`config.mk`:
```
export PLATFORM = sky130hd
export DESIGN_NAME = cu_strobe_arbiter
export DESIGN_NICKNAME = d
export VERILOG_FILES = /design/src/rtl/cu_arb_pkg.sv /design/src/rtl/cu_rr_pick.sv /design/src/rtl/cu_strobe_arbiter.sv
export SDC_FILE = /design/constraint.sdc
export NUM_CORES = 1
export LEC_CHECK = 0
export ABC_AREA = 1
export BUFFER_PORTS_ARGS = -buffer_cell sky130_fd_sc_hd__clkbuf_2
export CORE_ASPECT_RATIO = 1.4
export CORE_MARGIN = 2
export CORE_UTILIZATION = 45
export DETAILED_ROUTE_END_ITERATION = 10
export PLACE_DENSITY = 0.67
export SYNTH_ARGS = -nofsm -noshare
export SYNTH_HDL_FRONTEND = slang
export SYNTH_HIERARCHICAL = 1
export SYNTH_SLANG_ARGS = --single-unit
```
`constraint.sdc`:
```
create_clock -name clk -period 1.45 [get_ports clk]
set_input_delay 0 -clock clk [delete_from_list [all_inputs] [get_ports clk]]
set_output_delay 0 -clock clk [all_outputs]
set_load 0.01 [all_outputs]
```
`src/rtl/cu_arb_pkg.sv`:
```
// Shared types and constants for the cu strobe arbiter.
package cu_arb_pkg;

  // Arbiter phases: wait for a request, strobe once, hold, one dead cycle.
  typedef enum logic [1:0] {
    IDLE    = 2'd0,
    GRANT   = 2'd1,
    HOLD    = 2'd2,
    RECOVER = 2'd3
  } arb_state_e;

  // Default watchdog limit in cycles; only meaningful with CU_ARB_TIMEOUT_EN.
  localparam int MAX_HOLD_DEF = 16;

  // Width of an encoded requester index (at least one bit).
  function automatic int idx_w(input int n);
    return (n > 1) ? $clog2(n) : 1;
  endfunction

endpackage

```
`src/rtl/cu_rr_pick.sv`:
```
// Rotating priority encoder: the first set request bit after ptr (mod NREQ) wins.
module cu_rr_pick
  import cu_arb_pkg::*;
#(
  parameter  int NREQ = 4,
  localparam int IW   = idx_w(NREQ)
) (
  input  logic [NREQ-1:0] req,
  input  logic [IW-1:0]   ptr,
  output logic [NREQ-1:0] win,
  output logic [IW-1:0]   win_idx,
  output logic            any
);

  logic [IW-1:0] cand;

  // Scan from farthest to nearest so the candidate closest to ptr+1 is the last write.
  always_comb begin
    cand    = '0;
    win_idx = '0;
    win     = '0;
    any     = |req;
    for (int k = NREQ; k >= 1; k--) begin
      cand = ptr + IW'(k);
      if (req[cand]) win_idx = cand;
    end
    if (any) win[win_idx] = 1'b1;
  end

endmodule

```
`src/rtl/cu_strobe_arbiter.sv`:
```
// Round-robin owner of the cu decode strobe path.
// Optional grant watchdog enabled by defining CU_ARB_TIMEOUT_EN.
module cu_strobe_arbiter
  import cu_arb_pkg::*;
#(
  parameter  int NREQ     = 4,
  parameter  int MAX_HOLD = MAX_HOLD_DEF,
  localparam int IW       = idx_w(NREQ)
) (
  input  logic            clk,
  input  logic            rst_n,
  input  logic [NREQ-1:0] req,
  input  logic [NREQ-1:0] rel,
  input  logic            inhibit,
  output logic [NREQ-1:0] gnt,
  output logic [IW-1:0]   gnt_idx,
  output logic            gnt_vld,
  output logic            strobe,
  output logic            busy,
  output logic            timeout
);

  // Reject configurations the rotation arithmetic does not support.
  if (NREQ < 2 || NREQ > 8 || (NREQ & (NREQ - 1)) != 0 || MAX_HOLD < 2) begin : g_bad_cfg
    $error("cu_strobe_arbiter: NREQ must be a power of two in 2..8 and MAX_HOLD >= 2");
  end

  arb_state_e      state_q, state_d;
  logic [IW-1:0]   ptr_q, ptr_d;
  logic [IW-1:0]   owner_q, owner_d;
  logic            rel_pend_q, rel_pend_d;
  logic [NREQ-1:0] gnt_q, gnt_d;
  logic [IW-1:0]   gnt_idx_q, gnt_idx_d;
  logic            gnt_vld_q, gnt_vld_d;
  logic            strobe_q, strobe_d;
  logic            busy_q, busy_d;

  logic [NREQ-1:0] pick_win;
  logic [IW-1:0]   pick_idx;
  logic            pick_any;
  logic            owner_done;
  logic            hold_expired;

  cu_rr_pick #(.NREQ(NREQ)) u_pick (
    .req     (req),
    .ptr     (ptr_q),
    .win     (pick_win),
    .win_idx (pick_idx),
    .any     (pick_any)
  );

  // Owner is finished on its release pulse, on dropping its request, or on a
  // release that arrived during the strobe cycle.
  assign owner_done = rel[owner_q] | ~req[owner_q] | rel_pend_q;

`ifdef CU_ARB_TIMEOUT_EN
  localparam int CW = $clog2(MAX_HOLD);
  logic [CW-1:0] cnt_q, cnt_d;
  logic          timeout_q, timeout_d;

  assign hold_expired = (cnt_q == CW'(MAX_HOLD - 1));

  // Watchdog: counts HOLD cycles; a release in the expiry cycle suppresses the pulse.
  always_comb begin
    cnt_d     = '0;
    timeout_d = 1'b0;
    if (state_q == HOLD) begin
      cnt_d     = cnt_q + CW'(1);
      timeout_d = hold_expired & ~owner_done;
    end
  end

  // Watchdog registers.
  always_ff @(posedge clk or negedge rst_n) begin
    if (!rst_n) begin
      cnt_q     <= '0;
      timeout_q <= 1'b0;
    end else begin
      cnt_q     <= cnt_d;
      timeout_q <= timeout_d;
    end
  end

  assign timeout = timeout_q;
`else
  assign hold_expired = 1'b0;
  assign timeout      = 1'b0;
`endif

  // Next-state: grant only from IDLE, leave HOLD on release or watchdog expiry.
  always_comb begin
    state_d    = state_q;
    ptr_d      = ptr_q;
    owner_d    = owner_q;
    rel_pend_d = 1'b0;
    case (state_q)
      IDLE: begin
        if (!inhibit && pick_any) begin
          state_d = GRANT;
          owner_d = pick_idx;
        end
      end
      GRANT: begin
        state_d    = HOLD;
        rel_pend_d = rel[owner_q];
      end
      HOLD: begin
        if (owner_done || hold_expired) state_d = RECOVER;
      end
      RECOVER: begin
        state_d = IDLE;
        ptr_d   = owner_q;
      end
      default: state_d = IDLE;
    endcase
  end

  // Output values for the coming cycle, decoded from the next state.
  always_comb begin
    gnt_d     = '0;
    gnt_idx_d = '0;
    gnt_vld_d = 1'b0;
    if (state_d == GRANT) begin
      gnt_d = pick_win;
    end else if (state_d == HOLD) begin
      gnt_d = gnt_q;
    end
    if (state_d == GRANT || state_d == HOLD) begin
      gnt_idx_d = owner_d;
      gnt_vld_d = 1'b1;
    end
    strobe_d = (state_d == GRANT);
    busy_d   = (state_d != IDLE);
  end

  // State, rotation pointer and registered outputs.
  always_ff @(posedge clk or negedge rst_n) begin
    if (!rst_n) begin
      state_q    <= IDLE;
      ptr_q      <= IW'(NREQ - 1);
      owner_q    <= '0;
      rel_pend_q <= 1'b0;
      gnt_q      <= '0;
      gnt_idx_q  <= '0;
      gnt_vld_q  <= 1'b0;
      strobe_q   <= 1'b0;
      busy_q     <= 1'b0;
    end else begin
      state_q    <= state_d;
      ptr_q      <= ptr_d;
      owner_q    <= owner_d;
      rel_pend_q <= rel_pend_d;
      gnt_q      <= gnt_d;
      gnt_idx_q  <= gnt_idx_d;
      gnt_vld_q  <= gnt_vld_d;
      strobe_q   <= strobe_d;
      busy_q     <= busy_d;
    end
  end

  assign gnt     = gnt_q;
  assign gnt_idx = gnt_idx_q;
  assign gnt_vld = gnt_vld_q;
  assign strobe  = strobe_q;
  assign busy    = busy_q;

endmodule

```
==> impl_metrics.env <==
export IMPL_syn_to_final_growth_pct=46.2
export IMPL_p_per_area_mw_per_mm2=2570
export IMPL_ys_types=24
export IMPL_fin_skew_ps=6.08
export IMPL_path_clk_slew_ps=90
export IMPL_slew_violations=0
export IMPL_synth_cells=156
export IMPL_cp_startpoint="ptr_q[0]"
export IMPL_cp_top_family="flip-flops"
export IMPL_synth_mux_area_frac=0
export IMPL_dp_cells=222
export IMPL_yosysWarnings=6
export IMPL_grt_pass1_vias=1107
export IMPL_grtUsageTotal=0.198
export IMPL_clk_latency_ps=300
export IMPL_preCtsSetupSlack_ps=-206
export IMPL_htreeDepth=1
export IMPL_antenna_found_initial=0
export IMPL_start_util=0.475
export IMPL_r2r_end="gnt_idx[0]"
export IMPL_wl_met1_um=1010
export IMPL_cpMostUsedCell="nand2_2"
export IMPL_diodes=0
export IMPL_fp_dieH_um=63.8
export IMPL_syn_cell_area_mm2=0.00115
export IMPL_place_congestion=0.770
export IMPL_cts_buffers=3
export IMPL_syn_nets=176
export IMPL_path_class="reg2reg"
export IMPL_stdcell_area_mm2=0.00168
export IMPL_maxCapViolations=0
export IMPL_viasPerCell=4.60
export IMPL_cts_root_buf="clkbuf_4"
export IMPL_mostFrequentLayoutCells="nand2_1 (30), nand2_2 (22), inv_1 (21), clkbuf_2 (19), buf_4 (17)"
export IMPL_fin_ws_ps=-172
export IMPL_drtPass1Iterations=4
export IMPL_core_mm2=0.00242
export IMPL_grt_first_pass_wirelength_um=4430
export IMPL_via_count=1081
export IMPL_setup_violations=9
export IMPL_route_met3_wl_um=52
export IMPL_final_util=0.695
export IMPL_cp_slowest_stage_delay_ps=580
export IMPL_r2r_cells=11
export IMPL_path_buf_inv=3
export IMPL_rows=21
export IMPL_grt_max_degree=17
export IMPL_violations="setup timing"
export IMPL_wl_per_cell_um=11.9
export IMPL_slowest_stage="dfstp_2"
export IMPL_min_period_ps=1620
export IMPL_cts_tree="built"
export IMPL_drive_above_1_share=0.542
export IMPL_dpl_cell_area_mm2=0.00140
export IMPL_cp_max_fo=7
export IMPL_highest_layer="met4"
export IMPL_final_common_cell="nand2_1"
export IMPL_port_buffers=19
export IMPL_startpoint_type="register"
export IMPL_final_hold_viol_count=0
export IMPL_rsz0062_at_grt="true"
export IMPL_crit_arrival_ps=1840
export IMPL_path_cells="buf_12 -> inv_8 -> nand2_2 -> nand2_2 -> nor2_4 -> nor2_4 -> o21ai_2 -> nand2_2 -> nand2_2 -> inv_2 -> a211oi_2"
export IMPL_synthAdderAreaFrac=0.0980
export IMPL_p_leak_nw=0.933
export IMPL_hp_class="in2async"
export IMPL_drc=0
export IMPL_drt_iter0_drc=20
export IMPL_hpwl_um=1970
export IMPL_ir_drop_mv=2.25
export IMPL_yosysSeqAreaShare=0.351
export IMPL_die_w_um=46.7
export IMPL_synth_compound_area_frac=0.0556
export IMPL_cp_end_kind="register"
export IMPL_n_fill_cell=218
export IMPL_clock_path_buffers=2
export IMPL_ios=21
export IMPL_rrSetupSlack_ps=-170
export IMPL_synth_top_family_by_area="simple AND/OR/NAND/NOR gates"
export IMPL_status="complete, but fails checks"
export IMPL_synthSimpleGateAreaFrac=0.364
export IMPL_fin_crit_sh=1.12
export IMPL_wl_um=2790
export IMPL_synth_xor_area_frac=0
export IMPL_fmax_mhz=616
export IMPL_ys_ff_latch=16
export IMPL_postRouteAntennaNets=0
export IMPL_clock_sinks=16
export IMPL_dieArea_mm2=0.00298
export IMPL_multiInputGateArea_um2=767
export IMPL_overflow=0
export IMPL_regArea_um2=403
export IMPL_r2r_start="ptr_q[0]"
export IMPL_stdcell_count=235
export IMPL_syn_area_per_cell_um2=7.36
export IMPL_met2_length_um=1690
export IMPL_nets=222
export IMPL_critPathRequiredTime_ps=1670
export IMPL_whs_ps=139
-- where the power goes --
part	internal, mW	leakage (nW)	switching (mW)
Clock	0.108	0.0150	0.144
Combinational	1.49	0.722	1.78
Sequential	0.667	0.196	0.131
Total	2.27	0.933	2.05
-- cells in the mapped netlist --
| cell type | n | area share |
|---|---|---|
| nand3_1 | 13 | 0.057 |
| a21oi_1 | 7 | 0.030 |
| conb_1 | 1 | 0.0033 |
| nand3_2 | 1 | 0.0087 |
| inv_2 | 3 | 0.0098 |
| nand4_1 | 1 | 0.0055 |
| nor2_1 | 7 | 0.023 |
| nor2_4 | 3 | 0.029 |
| dfstp_2 | 2 | 0.046 |
| o21ai_2 | 1 | 0.0076 |
| nand2_1 | 40 | 0.13 |
| inv_6 | 1 | 0.0076 |
| a211oi_1 | 2 | 0.013 |
| nor3_1 | 1 | 0.0044 |
| nand2_2 | 15 | 0.082 |
| nand2_4 | 1 | 0.0098 |
| dfrtp_1 | 14 | 0.31 |
| buf_6 | 1 | 0.0098 |
| nor2_2 | 1 | 0.0055 |
| inv_1 | 29 | 0.095 |
| ha_1 | 9 | 0.098 |
| nor3_2 | 1 | 0.0087 |
| buf_4 | 1 | 0.0065 |
| o21ai_0 | 1 | 0.0044 |
-- what timing repair did --
| item | 4_1_cts | 5_1_grt |
|---|---|---|
| pin swaps | 6 | 10 |
| gates resized for setup | 12 | 31 |
| hold buffers | 1 | 0 |
| setup buffers | 7 | 2 |
| endpoints found under the hold margin | 16 | 0 |
| endpoints found under the setup margin | 9 | 12 |
-- routing by layer --
layer | global-route usage | up-vias
li1 | - | 559
met1 | 0.225 | 504
met2 | 0.361 | 15
met3 | 0.0254 | 3
met4 | 0.0625 | 0
met5 | 0 | -
-- state kept, by name, indices dropped and copies added, names as in the netlist --
register and count:
gnt 4, gnt_idx 2, owner_q 2, ptr_q 2
state_q 2, busy 1, gnt_vld 1, rel_pend_q 1
strobe 1
-- worst max-delay path by stage --
stage / end / slack [ps] / cells past startpoint
finish: gnt_idx[0] / -170 / 11
detailed placement: gnt_idx[1] / -210 / 9
global placement: gnt_idx[1] / -210 / 9
CTS: gnt_idx[0] / -170 / 11
floorplan: gnt_idx[1] / -50 / 11
global route: gnt[1] / -280 / 12
-- worst register-to-register path, cell delays in order, from the launching register on --
cell and delay [ps]:
dfstp_2 580, buf_12 120, inv_8 40, nand2_2 60, nand2_2 70, nor2_4 150, nor2_4 60, o21ai_2 60
nand2_2 80, nand2_2 90, inv_2 50, a211oi_2 180
-- logic make-up after synthesis --
| kind of cell | count (synthesis) |
|---|---|
| compound gates | 11 |
| fa+ha+maj | 9 |
| buf+inv | 35 |
| flops | 16 |
| other cells | 1 |
| simple gates | 84 |
-- through the flow --
stage / TNS, ps / power, mW
floorplan: -247 / 2.46
global placement: -1160 / 3.10
detailed placement: -1360 / 3.17
CTS: -1250 / 3.91
global route: -2080 / 4.68
finish: -1190 / 4.32
-- layout make-up --
cell class	count	share of cell area
Clock buffer	4	0.0156
Inverter	33	0.0782
Multi-Input combinational cell	105	0.457
Sequential cell	16	0.240
Tap cell	34	0.0253
Timing Repair Buffer	43	0.184
(Power assumes the default switching activity.)
